--- config.mk ---
export PLATFORM = sky130hd
export DESIGN_NAME = mem_arbiter
export DESIGN_NICKNAME = d
export VERILOG_FILES = /design/src/rtl/mem_arb_pkg.sv /design/src/rtl/mem_arb_pick.sv /design/src/rtl/mem_arbiter.sv
export SDC_FILE = /design/constraint.sdc
export NUM_CORES = 1
export LEC_CHECK = 0
export ABC_AREA = 0
export CAP_MARGIN = 20
export CORE_ASPECT_RATIO = 0.5
export CORE_MARGIN = 2
export CORE_UTILIZATION = 37
export DETAILED_ROUTE_END_ITERATION = 10
export GPL_TIMING_DRIVEN = 0
export PLACE_DENSITY = 0.86
export SLEW_MARGIN = 0
export SYNTH_ARGS = -nofsm -noshare
export SYNTH_HDL_FRONTEND = slang
export SYNTH_SLANG_ARGS = --single-unit
--- constraint.sdc ---
create_clock -name clk -period 1.5 [get_ports clk]
set_clock_uncertainty 0.05 [all_clocks]
set_input_delay 0.3 -clock clk [delete_from_list [all_inputs] [get_ports clk]]
set_output_delay 0.3 -clock clk [all_outputs]
set_load 0.02 [all_outputs]
--- src/rtl/mem_arb_pkg.sv ---
// Shared encodings for the unified-memory arbiter: FSM states and grant ids.
package mem_arb_pkg;

  typedef enum logic [1:0] {
    ST_IDLE   = 2'd0,
    ST_ACCESS = 2'd1,
    ST_DONE   = 2'd2
  } state_t;

  localparam logic GNT_IF = 1'b0;
  localparam logic GNT_DM = 1'b1;

endpackage

--- src/rtl/mem_arb_pick.sv ---
// Combinational grant selection between the fetch (IF) and data (DM) ports.
// Build option: MEM_ARB_RR_EN selects round-robin on contention; otherwise
// DM always beats IF so the older instruction in MEM is never starved.
module mem_arb_pick
  import mem_arb_pkg::*;
(
  input  logic if_req,
  input  logic dm_req,
`ifdef MEM_ARB_RR_EN
  input  logic last_gnt,
`endif
  output logic gnt
);

  // Pick the winner; the value only matters when at least one port requests
  always_comb begin
    gnt = GNT_DM;
`ifdef MEM_ARB_RR_EN
    if (if_req && dm_req) begin
      gnt = ~last_gnt;
    end else if (if_req) begin
      gnt = GNT_IF;
    end
`else
    if (if_req && !dm_req) begin
      gnt = GNT_IF;
    end
`endif
  end

endmodule

--- src/rtl/mem_arbiter.sv ---
// Shares one single-ported, fixed-latency memory between the IF and DM ports.
// One access at a time: IDLE grants and latches the command, ACCESS holds it
// for LAT cycles and captures read data, DONE pulses the granted ack.
// All outputs are registered. Build option: MEM_ARB_RR_EN (round-robin).
// LAT must be at least 1.
module mem_arbiter
  import mem_arb_pkg::*;
#(
  parameter int AW  = 32,
  parameter int DW  = 32,
  parameter int LAT = 2
) (
  input  logic          clk,
  input  logic          rst,
  input  logic          if_req,
  input  logic [AW-1:0] if_addr,
  output logic          if_ack,
  output logic [DW-1:0] if_rdata,
  input  logic          dm_req,
  input  logic          dm_we,
  input  logic [AW-1:0] dm_addr,
  input  logic [DW-1:0] dm_wdata,
  output logic          dm_ack,
  output logic [DW-1:0] dm_rdata,
  output logic          mem_en,
  output logic          mem_we,
  output logic [AW-1:0] mem_addr,
  output logic [DW-1:0] mem_wdata,
  input  logic [DW-1:0] mem_rdata
);

  localparam int CW = $clog2(LAT) + 1;

  state_t        state;
  logic [CW-1:0] cnt;
  logic          gnt;
  // Grant of the current/most recent access; doubles as the round-robin
  // last-grant flag when that option is built in.
  logic          gnt_q;

  mem_arb_pick u_pick (
    .if_req   (if_req),
    .dm_req   (dm_req),
`ifdef MEM_ARB_RR_EN
    .last_gnt (gnt_q),
`endif
    .gnt      (gnt)
  );

  // Access sequencer: grant and latch, hold the command LAT cycles, pulse ack
  always_ff @(posedge clk) begin
    if (rst) begin
      state     <= ST_IDLE;
      cnt       <= '0;
      gnt_q     <= GNT_IF;
      mem_en    <= 1'b0;
      mem_we    <= 1'b0;
      mem_addr  <= '0;
      mem_wdata <= '0;
      if_ack    <= 1'b0;
      dm_ack    <= 1'b0;
      if_rdata  <= '0;
      dm_rdata  <= '0;
    end else begin
      case (state)
        ST_IDLE: begin
          if (if_req || dm_req) begin
            gnt_q  <= gnt;
            cnt    <= CW'(LAT - 1);
            mem_en <= 1'b1;
            state  <= ST_ACCESS;
            if (gnt == GNT_DM) begin
              mem_addr  <= dm_addr;
              mem_we    <= dm_we;
              mem_wdata <= dm_wdata;
            end else begin
              // Fetches are always reads; write data is left as it was
              mem_addr <= if_addr;
              mem_we   <= 1'b0;
            end
          end
        end

        ST_ACCESS: begin
          if (cnt != '0) begin
            cnt <= cnt - CW'(1);
          end else begin
            // mem_rdata is valid only in this last command cycle
            if (!mem_we) begin
              if (gnt_q == GNT_DM) begin
                dm_rdata <= mem_rdata;
              end else begin
                if_rdata <= mem_rdata;
              end
            end
            mem_en <= 1'b0;
            mem_we <= 1'b0;
            if (gnt_q == GNT_DM) begin
              dm_ack <= 1'b1;
            end else begin
              if_ack <= 1'b1;
            end
            state <= ST_DONE;
          end
        end

        ST_DONE: begin
          // Requests are ignored here so a requester has a cycle to drop
          if_ack <= 1'b0;
          dm_ack <= 1'b0;
          state  <= ST_IDLE;
        end

        default: begin
          state <= ST_IDLE;
        end
      endcase
    end
  end

endmodule

## After elaboration in Yosys (flattened, before gate mapping)

Index checks and enable logic that the tools add are counted.

- Register bits after elaboration: 137
- Bits of input ports: 133
- Output and inout port bits: 132
- Word-level logic and storage cells: 58

- Add/subtract/negate cells: 1
- Equality and inequality tests: 7
- Multiplexer cells: 19
- Bitwise operators: 4
- Reductions and logical operators: 16

Operators with widths:

| cell | count |
|---|---|
| $mux W32 | 1 |
| $reduce_and A3 Y1 | 5 |
| $ne A2 B2 Y1 const B | 5 |
| $mux W1 | 9 |
| $pmux W1 S2 | 4 |
| $pmux W2 S2 | 2 |
| $reduce_and A4 Y1 | 2 |
| $mux W2 | 3 |
| $reduce_bool A2 Y1 | 3 |
| $not A1 Y1 | 4 |
| $reduce_and A2 Y1 | 2 |
| $eq A2 B1 Y1 const B | 1 |
| $eq A2 B2 Y1 const B | 1 |
| $logic_not A2 Y1 | 1 |
| $sub A2 B1 Y2 const B | 1 |
| $logic_and A1 B1 Y1 | 1 |
| $logic_not A1 Y1 | 1 |
| $logic_or A1 B1 Y1 | 1 |

## Longest topological paths before layout

Gate-level depths: netlist of the first run.

- Depth in word-level cells: 5
- Gate-level depth with buffers: 7
- Depth with buffers taken out: 5

## Hierarchy

A second synthesis of the first run with hierarchy kept.

- Cells, all modules: 594
- Area total of the unflattened synthesis: 5888.1 sq um

Modules (own cells, without submodules):

| module | instances | cells an instance | area an instance (sq um) | seq. area each (sq um) |
|---|---|---|---|---|
| mem_arbiter | 1 | 593 | 5881.9 | 2742.6 |
| mem_arb_pick | 1 | 1 | 6.3 | 0.0 |

## Least setup slack after synthesis of the first run

OpenSTA, ideal clock, no wires.

- Path type: register to register
- Start: reg cnt[0]
- End: reg dm_rdata[10]
- Setup time: 0.120 ns
- Data arrival time: 1.283 ns
- Required time: 1.330 ns
- Path slack: 0.048 ns
- Cell stages (with the launch flop): 8
- Buffers on the path: 2
- Clock period less this slack: 1.452 ns
- Cells stage by stage: dfxtp_1 -> inv_1 -> ha_1 -> and4bb_4 -> and2_1 -> buf_6 -> buf_6 -> mux2i_1

- Cells in the longest elaborated chain, start to end: 3

Ends and longest elaborated chain:

| element | line | RTL |
|---|---|---|
| from (decl) | mem_arbiter.sv:35 | `logic [CW-1:0] cnt;` |
| from (signal assigned) | mem_arbiter.sv:69 | `cnt <= CW'(LAT - 1);` |
| from (signal assigned) | mem_arbiter.sv:86 | `cnt <= cnt - CW'(1);` |
| $reduce_bool A2 Y1 | mem_arbiter.sv:85 | `if (cnt != '0) begin` |
| $not A1 Y1 (no line) | n/a |  |
| $reduce_and A4 Y1 (no line) | n/a |  |
| to (signal assigned) | mem_arbiter.sv:91 | `dm_rdata <= mem_rdata;` |
| to (decl) | mem_arbiter.sv:24 | `output logic [DW-1:0] dm_rdata,` |

No other way between the ends.
A chain may end at the register's enable or synchronous reset.

## Worst setup path after layout of the first run

- Start: reg cnt[0]
- End: reg if_rdata[26]

- Cells in the longest elaborated chain, start to end: 3

Ends and longest elaborated chain:

| element | line | RTL |
|---|---|---|
| $reduce_bool A2 Y1 | mem_arbiter.sv:85 |  |
| $not A1 Y1 (no line) | n/a |  |
| $reduce_and A4 Y1 (no line) | n/a |  |
| to (signal assigned) | mem_arbiter.sv:93 | `if_rdata <= mem_rdata;` |
| to (decl) | mem_arbiter.sv:18 | `output logic [DW-1:0] if_rdata,` |

No other way between the ends.

==> results.toml, run 1 <==
[yosys]
yosys.area_share.simple = 0.155
synth_compound_area_frac = 0.124
synthDistinctLibCells = 32
ys_async_sr_fraction = 0
ys_top_cells_by_area = "dfxtp_1, mux2i_1, nand2_1"
synth_top_area_frac = 0.489
avgSynthCellArea_um2 = 9.65
seq_area_frac_synth = 0.489
yosysTopAreaCell = "dfxtp_1"
syn_nets = 716
synth_edf_count = 0
synthFlopType = "dfxtp_1"
synthXorXnorAreaFrac = 0
synthAdderAreaFrac = 0.00446
synth_top_family_by_area = "multiplexers"
muxShareOfSynthArea = 0.171
syn_area_mm2 = 0.00561
yosys_warnings = 0
synth_cells = 581
synth-seq-cells = 137

[global_route]
antenna_found_initial = 0
grt_max_degree = 17
track_usage = 0.218
grt_pass1_vias = 5378
globalRouteOverflowTotal = 0
grt_pass1_wl_um = 28000

[clocking]
clock_sinks = 137
cts-htree-levels = 4
clockBufferDepth = 2
cts-buffers-inserted = 17
cts_tree = "yes"
path_clk_slew_ns = 0.06
root_buffer = "clkbuf_16"
clk_latency_ns = 0.40

[critical_path]
worstPathArrival_ns = 1.77
crit_buf_inv = 2
rr_worst_depth = 6
worstPathMaxFanout = 5
reg2reg_to = "if_rdata[26]"
r2r-start = "cnt[0]"
crit_family = "simple AND/OR/NAND/NOR gates"
rrSetupSlack_ns = -0.0005
slowest_delay_ns = 0.33
critPathCaptureType = "register"
cp_slowest_cell = "dfxtp_2"
required_ns = 1.77
setup.worst_path.class = "register to register"
crit_chain = "inv_4 > ha_4 > and4bb_4 > and2b_4 > buf_6 > mux2i_1"
cp-start-kind = "register"

[layout]
fin_nets = 1005
layout-drive-gt1-share = 0.121
finalNonFillerCells = 1081
area_growth_pct = 62.1
num-fill-cells = 1215
n_antenna_cell = 0

[flow_run]
drv_cap = 0

[hold_path]
min_delay_path_depth = 2
hp-start = "if_rdata[23]"
holdPathEnd = "if_rdata[23]"
min-delay-path-class = "register to register"

[sta]
setup_tns_ns = -0.000486
post-route-period-util = 1.00
worst_slew_pin_slew_ns = 0.782
period_minus_slack_ns = 1.50
max-slew-margin-rel = 0.479
fin_ws_ns = -0.000486
fmax_ghz = 0.666
finalMaxSlewViolations = 0
rsz0062_at_grt = "true"
setup_viol = 1
hold_viol = 0

[detailed_routing]
vias_per_cell = 4.89
routed_wl_um = 18100
first_iter_violations = 197
drc = 0
wl_per_cell_um = 16.8
vias = 5285
postRouteAntennaNets = 0
drt_pass1_iterations = 4

[place]
dpl.hpwl_um = 13200
dp_cells = 1042
routabilityCongestion = 0.836
io_buffer_count = 263

[die]
io-pin-count = 265
start_util = 0.384
fp.dieH_um = 91.1
fp-row-count = 31
coreArea_mm2 = 0.0146
die_width_um = 178
dieArea_mm2 = 0.0162

[power_and_ir_drop]
power_density_mw_per_mm2 = 1140
ir_worst_vdd_uv = 917
p_leak_nw = 4.18
p_total_mw = 10.4

[status]
status = "complete, but fails checks"
violations = "setup timing"
-- registers in the layout, summed over array words and instances (netlist names) --
name / count
dm_rdata: 32
if_rdata: 32
if_ack: 1
gnt_q: 1
mem_en: 1
mem_addr: 32
state: 2
mem_we: 1
dm_ack: 1
mem_wdata: 32
cnt: 2
-- final cells by class --
type | instances | area [um^2] | area share
inverter | 4 | 17.5 | 0.00193
sequential | 137 | 2750 | 0.302
buffer | 48 | 355 | 0.0391
tap | 198 | 248 | 0.0272
clock buffer | 25 | 485 | 0.0534
timing repair buffer | 272 | 2580 | 0.284
multi-input combinational | 390 | 2590 | 0.285
clock inverter | 7 | 67.6 | 0.00743
-- synth_stat cells, types with 2 or more instances --
master and n:
nand2_1 163, nor3_1 2, nor3b_1 2, a21oi_1 36
buf_6 10, buf_2 12, clkbuf_1 23, nand3_1 2
nor2_1 35, nor2b_1 2, o21ai_0 3, nand2b_1 2
ha_1 2, buf_4 5, dfxtp_1 137, a311oi_2 29
mux2i_1 96, inv_1 4, a311oi_1 3
-- per-stage QoR --
stage / cell area, um^2 / hold slack (ns) / setup WS [ns] / utilization
after floorplan: 5610 / 0.380 / 0.0480 / -
after global placement: 8490 / 0.386 / -0.492 / 0.580
after detailed placement: 8490 / 0.398 / -0.620 / 0.580
after CTS: 8980 / 0.407 / -0.0388 / 0.614
after global routing: 9090 / 0.415 / -0.0490 / 0.622
final: 9090 / 0.404 / -0.000486 / 0.622
-- cell families after synthesis --
logic type                 Yosys count
adders and majority gates            2
and+or+nand+nor                    216
buffers and inverters               54
muxes                               96
DFF                                137
AOI/OAI and AO/OA                   76
-- routing by layer --
layer	share of wire	vias to the layer above	wire length, um	track usage
met5	0	-	0	0
met4	0.028	0	505	0.0949
met3	0.035	36	642	0.0410
met2	0.53	133	9540	0.396
met1	0.41	2554	7440	0.250
li1	-	2562	-	-
-- power by group --
| group | total, mW | switching [mW] | internal, mW |
|---|---|---|---|
| combinational | 2.34 | 1.21 | 1.12 |
| clock | 3.93 | 1.52 | 2.41 |
| sequential | 4.09 | 0.157 | 3.93 |
| total | 10.4 | 2.89 | 7.46 |
-- worst reg2reg max path: cells and delay by family, from the launching register on --
| kind | cells | cell delay, ns |
|---|---|---|
| adder cells (fa/ha/maj) | 1 | 0.13 |
| multiplexers | 1 | 0.20 |
| flip-flops | 1 | 0.33 |
| AND/OR/NAND/NOR | 2 | 0.49 |
| buffers and inverters | 2 | 0.22 |
-- how the worst max path moves through the flow --
stage | from | endpoint | slack, ns | cells after the start
2_1_floorplan | cnt[0] | dm_rdata[10] | 0.05 | 7
3_3_place_gp | dm_req | mem_addr[12] | -0.49 | 6
3_5_place_dp | dm_req | mem_addr[1] | -0.62 | 5
4_1_cts | cnt[0] | if_rdata[28] | -0.04 | 6
5_1_grt | cnt[0] | if_rdata[28] | -0.05 | 6
6_report | cnt[0] | if_rdata[26] | -0.0005 | 6
-- cells in the final DEF, fill, tap and decap left out, types with 2 or more instances in the layout --
| master | netlist | routed |
|---|---|---|
| nand2_1 | 163 | 163 |
| dfxtp_1 | 137 | 133 |
| clkdlybuf4s50_1 | 0 | 129 |
| dlygate4sd2_1 | 0 | 128 |
| mux2i_1 | 96 | 96 |
| a21oi_1 | 36 | 35 |
| nor2_1 | 35 | 35 |
| a311oi_2 | 29 | 29 |
| clkbuf_1 | 23 | 26 |
| clkbuf_16 | 0 | 18 |
| buf_6 | 10 | 10 |
| buf_4 | 5 | 9 |
| buf_2 | 12 | 8 |
| clkdlybuf4s15_1 | 0 | 6 |
| buf_12 | 0 | 5 |
| dfxtp_2 | 0 | 4 |
| a311oi_1 | 3 | 3 |
| o21ai_0 | 3 | 3 |
| clkinvlp_4 | 0 | 3 |
| clkbuf_8 | 0 | 3 |
| clkinv_2 | 0 | 3 |
| inv_1 | 4 | 2 |
| and2_4 | 1 | 2 |
| nor2b_1 | 2 | 2 |
| nand2b_1 | 2 | 2 |
| nor3b_2 | 0 | 2 |
| nand3_1 | 2 | 2 |
| nor3_1 | 2 | 2 |
-- timing repair --
item,4_1_cts,5_1_grt
pin swaps,1,2
gates resized for setup,153,28
endpoints found under the setup margin,229,109
buffers inserted,3,3
cloned,1,2
hold buffers,0,0
Note: power is estimated with default switching activity, not from simulation.
==> run 2: changes to the inputs <==
CAP_MARGIN = 10   (was 20)
==> results of run 2 <==
The final DEF is identical to that of run 1; final timing and power are the same.
